[src/rtl/cdc_command_scheduler.sv]
// Round-robin arbiter that serialises multi-bit commands onto a toggle-handshake bus
// crossing into another clock domain: latch, hold for setup, flip toggle, await mirrored ack.
module cdc_command_scheduler #(
    parameter int NUM_REQ        = 4,
    parameter int DATA_WIDTH     = 32,
    parameter int SETUP_CYCLES   = 2,
    parameter int TIMEOUT_CYCLES = 1024,
    localparam int IDX_W         = (NUM_REQ > 1) ? $clog2(NUM_REQ) : 1
) (
    input  logic                          clock,
    input  logic                          reset,
    input  logic [NUM_REQ-1:0]            reqValid,
    input  logic [NUM_REQ*DATA_WIDTH-1:0] reqData,
    output logic [NUM_REQ-1:0]            reqReady,
    output logic [DATA_WIDTH-1:0]         busData,
    output logic                          busToggle,
    input  logic                          ackToggle,
    input  logic                          clearError,
    output logic                          busy,
    output logic [IDX_W-1:0]              lastGrant,
    output logic                          timeoutError
);

    localparam int SET_W = (SETUP_CYCLES > 1) ? $clog2(SETUP_CYCLES) : 1;
    localparam int TO_W  = (TIMEOUT_CYCLES > 1) ? $clog2(TIMEOUT_CYCLES) : 1;

    typedef enum logic [1:0] {IDLE, SETUP, WAIT_ACK, ERROR} state_t;

    state_t           state_reg;
    logic [IDX_W-1:0] rr_ptr_reg;
    logic [SET_W-1:0] setup_cnt_reg;
    logic [TO_W-1:0]  timeout_cnt_reg;

    logic [IDX_W-1:0] grant_idx;
    logic [IDX_W:0]   scan_idx;
    logic [IDX_W-1:0] ptr_next;
    logic             any_req;
    logic             timeout_hit;

    // Scan from the highest offset down so the requester closest to rr_ptr wins.
    always_comb begin
        any_req   = |reqValid;
        grant_idx = '0;
        scan_idx  = '0;
        for (int k = NUM_REQ - 1; k >= 0; k--) begin
            scan_idx = {1'b0, rr_ptr_reg} + (IDX_W+1)'(k);
            if (scan_idx >= (IDX_W+1)'(NUM_REQ))
                scan_idx = scan_idx - (IDX_W+1)'(NUM_REQ);
            if (reqValid[scan_idx[IDX_W-1:0]])
                grant_idx = scan_idx[IDX_W-1:0];
        end
    end

    assign ptr_next    = (lastGrant == IDX_W'(NUM_REQ - 1)) ? '0 : lastGrant + IDX_W'(1);
    assign timeout_hit = (TIMEOUT_CYCLES != 0) && (timeout_cnt_reg == TO_W'(TIMEOUT_CYCLES - 1));
    assign busy        = (state_reg != IDLE);

    always_ff @(posedge clock or posedge reset) begin
        if (reset) begin
            state_reg       <= IDLE;
            rr_ptr_reg      <= '0;
            setup_cnt_reg   <= '0;
            timeout_cnt_reg <= '0;
            reqReady        <= '0;
            busData         <= '0;
            busToggle       <= 1'b0;
            lastGrant       <= '0;
            timeoutError    <= 1'b0;
        end else begin
            reqReady <= '0;
            if (clearError)
                timeoutError <= 1'b0;
            case (state_reg)
                IDLE: begin
                    if (any_req) begin
                        busData       <= reqData[int'(grant_idx)*DATA_WIDTH +: DATA_WIDTH];
                        lastGrant     <= grant_idx;
                        reqReady      <= NUM_REQ'(1) << grant_idx;
                        setup_cnt_reg <= '0;
                        state_reg     <= SETUP;
                    end
                end
                SETUP: begin
                    if (setup_cnt_reg == SET_W'(SETUP_CYCLES - 1)) begin
                        busToggle       <= ~busToggle;
                        timeout_cnt_reg <= '0;
                        state_reg       <= WAIT_ACK;
                    end else begin
                        setup_cnt_reg <= setup_cnt_reg + SET_W'(1);
                    end
                end
                WAIT_ACK: begin
                    // A matching ack wins over a coincident timeout.
                    if (ackToggle == busToggle) begin
                        rr_ptr_reg <= ptr_next;
                        state_reg  <= IDLE;
                    end else if (timeout_hit) begin
                        timeoutError <= 1'b1;
                        state_reg    <= ERROR;
                    end else begin
                        timeout_cnt_reg <= timeout_cnt_reg + TO_W'(1);
                    end
                end
                ERROR: begin
                    if (clearError) begin
                        rr_ptr_reg <= ptr_next;
                        state_reg  <= IDLE;
                    end
                end
                default: state_reg <= IDLE;
            endcase
        end
    end

endmodule

[config.mk]
export PLATFORM = sky130hd
export DESIGN_NAME = cdc_command_scheduler
export DESIGN_NICKNAME = d
export VERILOG_FILES = /design/src/rtl/cdc_command_scheduler.sv
export SDC_FILE = /design/constraint.sdc
export NUM_CORES = 1
export LEC_CHECK = 0
export ABC_AREA = 1
export BUFFER_PORTS_ARGS = -buffer_cell sky130_fd_sc_hd__buf_2
export CORE_ASPECT_RATIO = 0.75
export CORE_UTILIZATION = 35
export DETAILED_ROUTE_END_ITERATION = 16
export GPL_TIMING_DRIVEN = 0
export PLACE_DENSITY = 0.62
export SLEW_MARGIN = 0
export SYNTH_ARGS = -nofsm -noshare
export SYNTH_HDL_FRONTEND = slang
export SYNTH_SLANG_ARGS = --single-unit
[constraint.sdc]
create_clock -name clock -period 1.98 [get_ports clock]
set_input_delay 0.396 -clock clock [delete_from_list [all_inputs] [get_ports clock]]
set_output_delay 0.396 -clock clock [all_outputs]
set_load 0.1 [all_outputs]
== Word-level counts from Yosys, hierarchy flattened ==
Index checks and enable logic that the tools add are counted.
W data, S select, Z words.

* Flip-flop bits (word level): 55
* Input bits: 136
* Output and inout bits: 41
* Logic and storage cells: 94

* Add/subtract/negate cells: 10
* Magnitude comparators: 8
* Eq/ne operators: 13
* Shift-type cells: 2
* Mux-type cells: 39
* Bitwise logic cells: 1
* Reduce and logical (&&, ||, !) cells: 12

{| class="wikitable"
|+ Operators by type and width
! kind !! count
|-
| $shiftx A128 B8 Y32 || 1
|-
| $mux W2 || 16
|-
| $mux W10 || 3
|-
| $pmux W10 S2 || 1
|-
| $lt A2 B3 Y1 const B || 4
|-
| $ne A2 B2 Y1 const B || 6
|-
| $add A10 B1 Y10 const B || 1
|-
| $eq A10 B10 Y1 const B || 1
|-
| $mux W1 || 10
|-
| $ge A3 B3 Y1 const B || 3
|-
| $bmux W1 S2 || 4
|-
| $mux W4 || 2
|-
| $pmux W2 S4 || 1
|-
| $reduce_and A4 Y1 || 2
|-
| $reduce_bool A2 Y1 || 4
|-
| $sub A2 B1 Y2 const B || 4
|-
| $add A2 B2 Y3 const B || 2
|-
| $eq A2 B2 Y1 const B || 3
|-
| $reduce_and A2 Y1 || 3
|-
| $pmux W2 S2 || 1
|-
| $reduce_or A4 Y1 || 1
|-
| $shl A1 B2 Y4 const A || 1
|-
| $add A2 B1 Y3 const B || 1
|-
| $ge A2 B3 Y1 const B || 1
|-
| other kinds (9) || 9
|}

== Longest topological paths before layout ==
* Depth after elaboration: 12
* Mapped depth: 16
* Mapped depth without buffers: 15

== Worst setup path before layout ==
OpenSTA, ideal clock, no wires.

* Path kind: register to register
* Start point: register busToggle
* End point: register timeout_cnt_reg[5]
* Setup time: 0.086 ns
* Data arrival time: 2.015 ns
* Required time: 1.894 ns
* Slack: -0.121 ns
* Stages on the path, launching flop included: 10
* Buffers on the path: 0
* Period minus slack after synthesis: 2.101 ns
* Path through: dfrtp_1 nor2_1 nand3b_1 nand2_1 nand3_1 inv_2 nand2_1 nor2_1 nor2_1 nor3_1

* Cells in the longest elaborated chain, start to end: 3

{| class="wikitable"
|+ Ends and longest elaborated chain
! item !! RTL line !! text
|-
| start: declaration || 16 || <nowiki>output logic busToggle,</nowiki>
|-
| start signal: assignment || 85 || <nowiki>busToggle <= ~busToggle;</nowiki>
|-
| $eq A1 B1 Y1 || 94 || <nowiki>if (ackToggle == busToggle) begin</nowiki>
|-
| $ne A2 B2 Y1 (no line) || n/a ||
|-
| $reduce_and A4 Y1 (no line) || n/a ||
|-
| end signal: assignment || 101 || <nowiki>timeout_cnt_reg <= timeout_cnt_reg + TO_W'(1);</nowiki>
|-
| end: declaration || 32 || <nowiki>logic [TO_W-1:0] timeout_cnt_reg;</nowiki>
|}

No other way between the ends.
A chain may end at the register's enable or synchronous reset.

== Worst setup path in the final report ==
* Start point: register rr_ptr_reg[0]
* End point: register busData[13]

* Cells in the longest elaborated chain, start to end: 10
* Elaborated cells between the ends (all ways): 28
* Those cells by class: 7 x add/sub; 4 x order compare; 1 x shift; 16 x mux

{| class="wikitable"
|+ Ends and longest elaborated chain
! item !! RTL line !! text
|-
| start: declaration || 30 || <nowiki>logic [IDX_W-1:0] rr_ptr_reg;</nowiki>
|-
| start signal: assignment || 95 || <nowiki>rr_ptr_reg <= ptr_next;</nowiki>
|-
| start signal: assignment || 106 || <nowiki>rr_ptr_reg <= ptr_next;</nowiki>
|-
| $add A2 B2 Y3 || 46 || <nowiki>scan_idx = {1'b0, rr_ptr_reg} + (IDX_W+1)'(k);</nowiki>
|-
| $ge A3 B3 Y1 / $sub A2 B1 Y2 (equally long branches) || 47, 48 ||
|-
| $mux W2 || 47 || <nowiki>if (scan_idx >= (IDX_W+1)'(NUM_REQ))</nowiki>
|-
| $bmux W1 S2 || 49 || <nowiki>if (reqValid[scan_idx[IDX_W-1:0]])</nowiki>
|-
| $mux W1 (implied by the code) || 49 ||
|-
| $mux W2 (3 in series) || 49 ||
|-
| $mux W2 * || 49 ||
|-
| $shiftx A128 B8 Y32 * || 76 || <nowiki>busData <= reqData[int'(grant_idx)*DATA_WIDTH +: DATA_WIDTH];</nowiki>
|-
| end signal: assignment || 76 ||
|-
| end: declaration || 15 || <nowiki>output logic [DATA_WIDTH-1:0] busData,</nowiki>
|}

Every way passes the cells marked *; elsewhere a longest branch is shown, timed or not. The select of a mux whose other input is x is not followed.

==> impl_metrics.toml <==
[place]
pre_cts_slack_ns = -0.06915
routabilityCongestion = 0.9282
dp_cells = 928
port_buffers = 176
dp.final_hpwl_mm = 9.521

[finish]
final_cell_count_no_fill = 946
largest_reg_flops = 32
area_growth_pct = 42.59
antenna_cells = 0
drive_gt1_share_pct = 34.69
fillers = 1066
nets = 947

[timing]
hold_viol_final = 0
tightest_slew_ns = 0.5219
min_period_ns = 1.919
period_share_pct = 96.94
slew_viol_final = 0
rsz0062_at_grt = "true"
slew_headroom_pct = 65.45
fin_skew_ns = 0.004673
setup_viol = 0
clock.fmax_mhz = 521.0
hold_slack_ns = 0.06718
layout_setup_ws_ns = 0.06057

[global_routing]
grt_overflow = 0
grt_max_degree = 41
grt_pass1_wl_mm = 19.44
antenna_found_initial = 0
track_usage_pct = 21.50
first_global_vias = 4025

[die]
core_mm2 = 0.01053
ios = 177
dieArea_mm2 = 0.01148
die_w_um = 123.4
start_util_pct = 36.74
fp-row-count = 32
fp.dieH_um = 93.05

[clock_tree]
root_buffer = "clkbuf_16"
cts_buffers = 5
clock_path_buffers = 2
cts_tree = "yes"
clk_pin_slew_ns = 0.07
clk_latency_ns = 0.29
cts_sinks = 55
holdBufCountCts = 0
htreeDepth = 2

[critical_path]
r2r_end = "busData[13]"
crit_top_cell = "nand2_1"
critPathLaunchType = "register"
required_ns = 2.17
crit_fanout = 7
slowest_delay_ns = 0.44
worstSetupPathType = "reg -> reg"
critPathBufInv = 3
critPathArrivalTime_ns = 2.10
r2r-start = "rr_ptr_reg[0]"
rrSetupSlack_ns = 0.06
cp-end-kind = "register"
slowest_stage = "dfrtp_2"
path_delay_family = "simple AND/OR/NAND/NOR gates"
reg2reg_depth = 15
cp.depth = 15
path_cells = "buf_6 > nand2_2 > nand3_2 > nand2_1 > nand3_1 > nand2_2 > nand2_4 > nand2_8 > buf_12 > clkbuf_16 > nand2_1 > nand3_1 > nand2_1 > nand2_1 > nand2_1"

[synth]
synthTopCellsByArea = "dfrtp_1 36%, nand2_1 27%, nand3_1 12%"
syn_avg_cell_area_um2 = 6.291
synth.net_count = 753
ys_seq_area_share_pct = 35.58
synth_seq_cells = 55
synth_cell_type_count = 30
synth_top_cell_by_area = "dfrtp_1"
synth_top_cell_area_share_pct = 35.58
synth_cells = 615
yosysWarnings = 0
synth_area_mm2 = 0.003869

[routing]
wl_per_cell_um = 13.54
num_vias = 4554
finalWirelength_mm = 12.81
first_iter_violations = 194
ant_nets = 0
drc_errors = 0
dr.pass1.iters = 5
viasPerCell = 4.814

[run]
cap_viol_max_count = 0

[worst_hold_path]
hold_path_class = "in -> async"

[status]
outcome = "finished, final reports clean"
==> Yosys cell counts (all sizes together) <==
library cell	instances
a31oi	1
o221ai	1
inv	72
nand4	1
a21oi	7
nand3	92
ha	2
dfrtp	55
xor2	3
o21a	1
buf	23
o31ai	2
nand2	283
clkbuf	8
nor2	22
o21ai	9
clkinv	2
nor3	6
nor4	2
nand3b	23
==> final cells by class <==
type | count | area (um2) | area share, %
multi-input combinational | 455 | 2257 | 40.92
sequential | 55 | 1380 | 25.02
clock buffer | 6 | 128.9 | 2.336
clock inverter | 2 | 12.51 | 0.2268
buffer | 31 | 250.2 | 4.536
tap | 136 | 170.2 | 3.085
timing repair buffer | 187 | 1032 | 18.71
inverter | 74 | 285.3 | 5.171
==> cell usage in the layout, fill, tap and decap left out, types with 6 or more instances in the layout <==
| cell | instances |
|---|---|
| o21ai_0 | 7 |
| nand2_1 | 249 |
| nand2_2 | 26 |
| clkbuf_16 | 8 |
| buf_6 | 9 |
| buf_2 | 181 |
| dfrtp_1 | 52 |
| a21oi_1 | 7 |
| nand2_4 | 7 |
| nor2_1 | 19 |
| clkbuf_1 | 7 |
| nand3b_1 | 23 |
| nand3_2 | 9 |
| nand3_1 | 79 |
| nor3_1 | 6 |
| inv_1 | 66 |
| buf_4 | 8 |
==> worst reg2reg max path: stages, from the launching register on <==
cell	delay, ns
dfrtp_2	0.44
buf_6	0.13
nand2_2	0.10
nand3_2	0.10
nand2_1	0.08
nand3_1	0.08
nand2_2	0.10
nand2_4	0.10
nand2_8	0.11
buf_12	0.15
clkbuf_16	0.15
nand2_1	0.05
nand3_1	0.06
nand2_1	0.05
nand2_1	0.05
nand2_1	0.05
==> kinds of logic (layout without fill, tap and decap cells) <==
group | Yosys count | in the layout | share of synthesized area, %
adder cells (fa/ha/maj) | 2 | 2 | 0.6467
flip-flops | 55 | 55 | 35.58
AO/OA/AOI/OAI | 21 | 21 | 3.137
AND/OR/NAND/NOR | 429 | 429 | 48.19
buffers and inverters | 105 | 300 | 11.77
XOR/XNOR | 3 | 3 | 0.6793
==> layer usage <==
metal | routed length (um) | global-route usage [%]
met1 | 5942 | 31.05
met3 | 883 | 4.024
met2 | 5842 | 33.57
met4 | 144 | 3.715
met5 | 0 | 0
==> how the worst max path moves through the flow <==
stage,from,end
CTS,rr_ptr_reg[0],busData[9]
finish,rr_ptr_reg[0],busData[13]
detailed placement,rr_ptr_reg[0],busData[14]
global route,rr_ptr_reg[0],busData[2]
global placement,reset,busToggle
floorplan,reset,busToggle
==> timing repair <==
item                                    4_1_cts  5_1_grt
buffers inserted                              0        6
gates resized for setup                       3       92
pin swaps                                     0       41
hold endpoints to repair                      0        0
cloned                                        0        4
endpoints found under the setup margin       18       44
==> through the flow <==
step           area (um2)  utilization (%)  setup TNS (ns)
6_report             5517            52.39               0
4_1_cts              5089            48.32               0
5_1_grt              5517            52.39          -1.638
3_5_place_dp         4941            46.92         -0.5505
3_3_place_gp         4921            46.73          -29.59
2_1_floorplan        3870                -               0
Power is left out: the tool's default activity adds up to more than one toggle a clock period on the data nets, which glitch-free logic cannot reach.
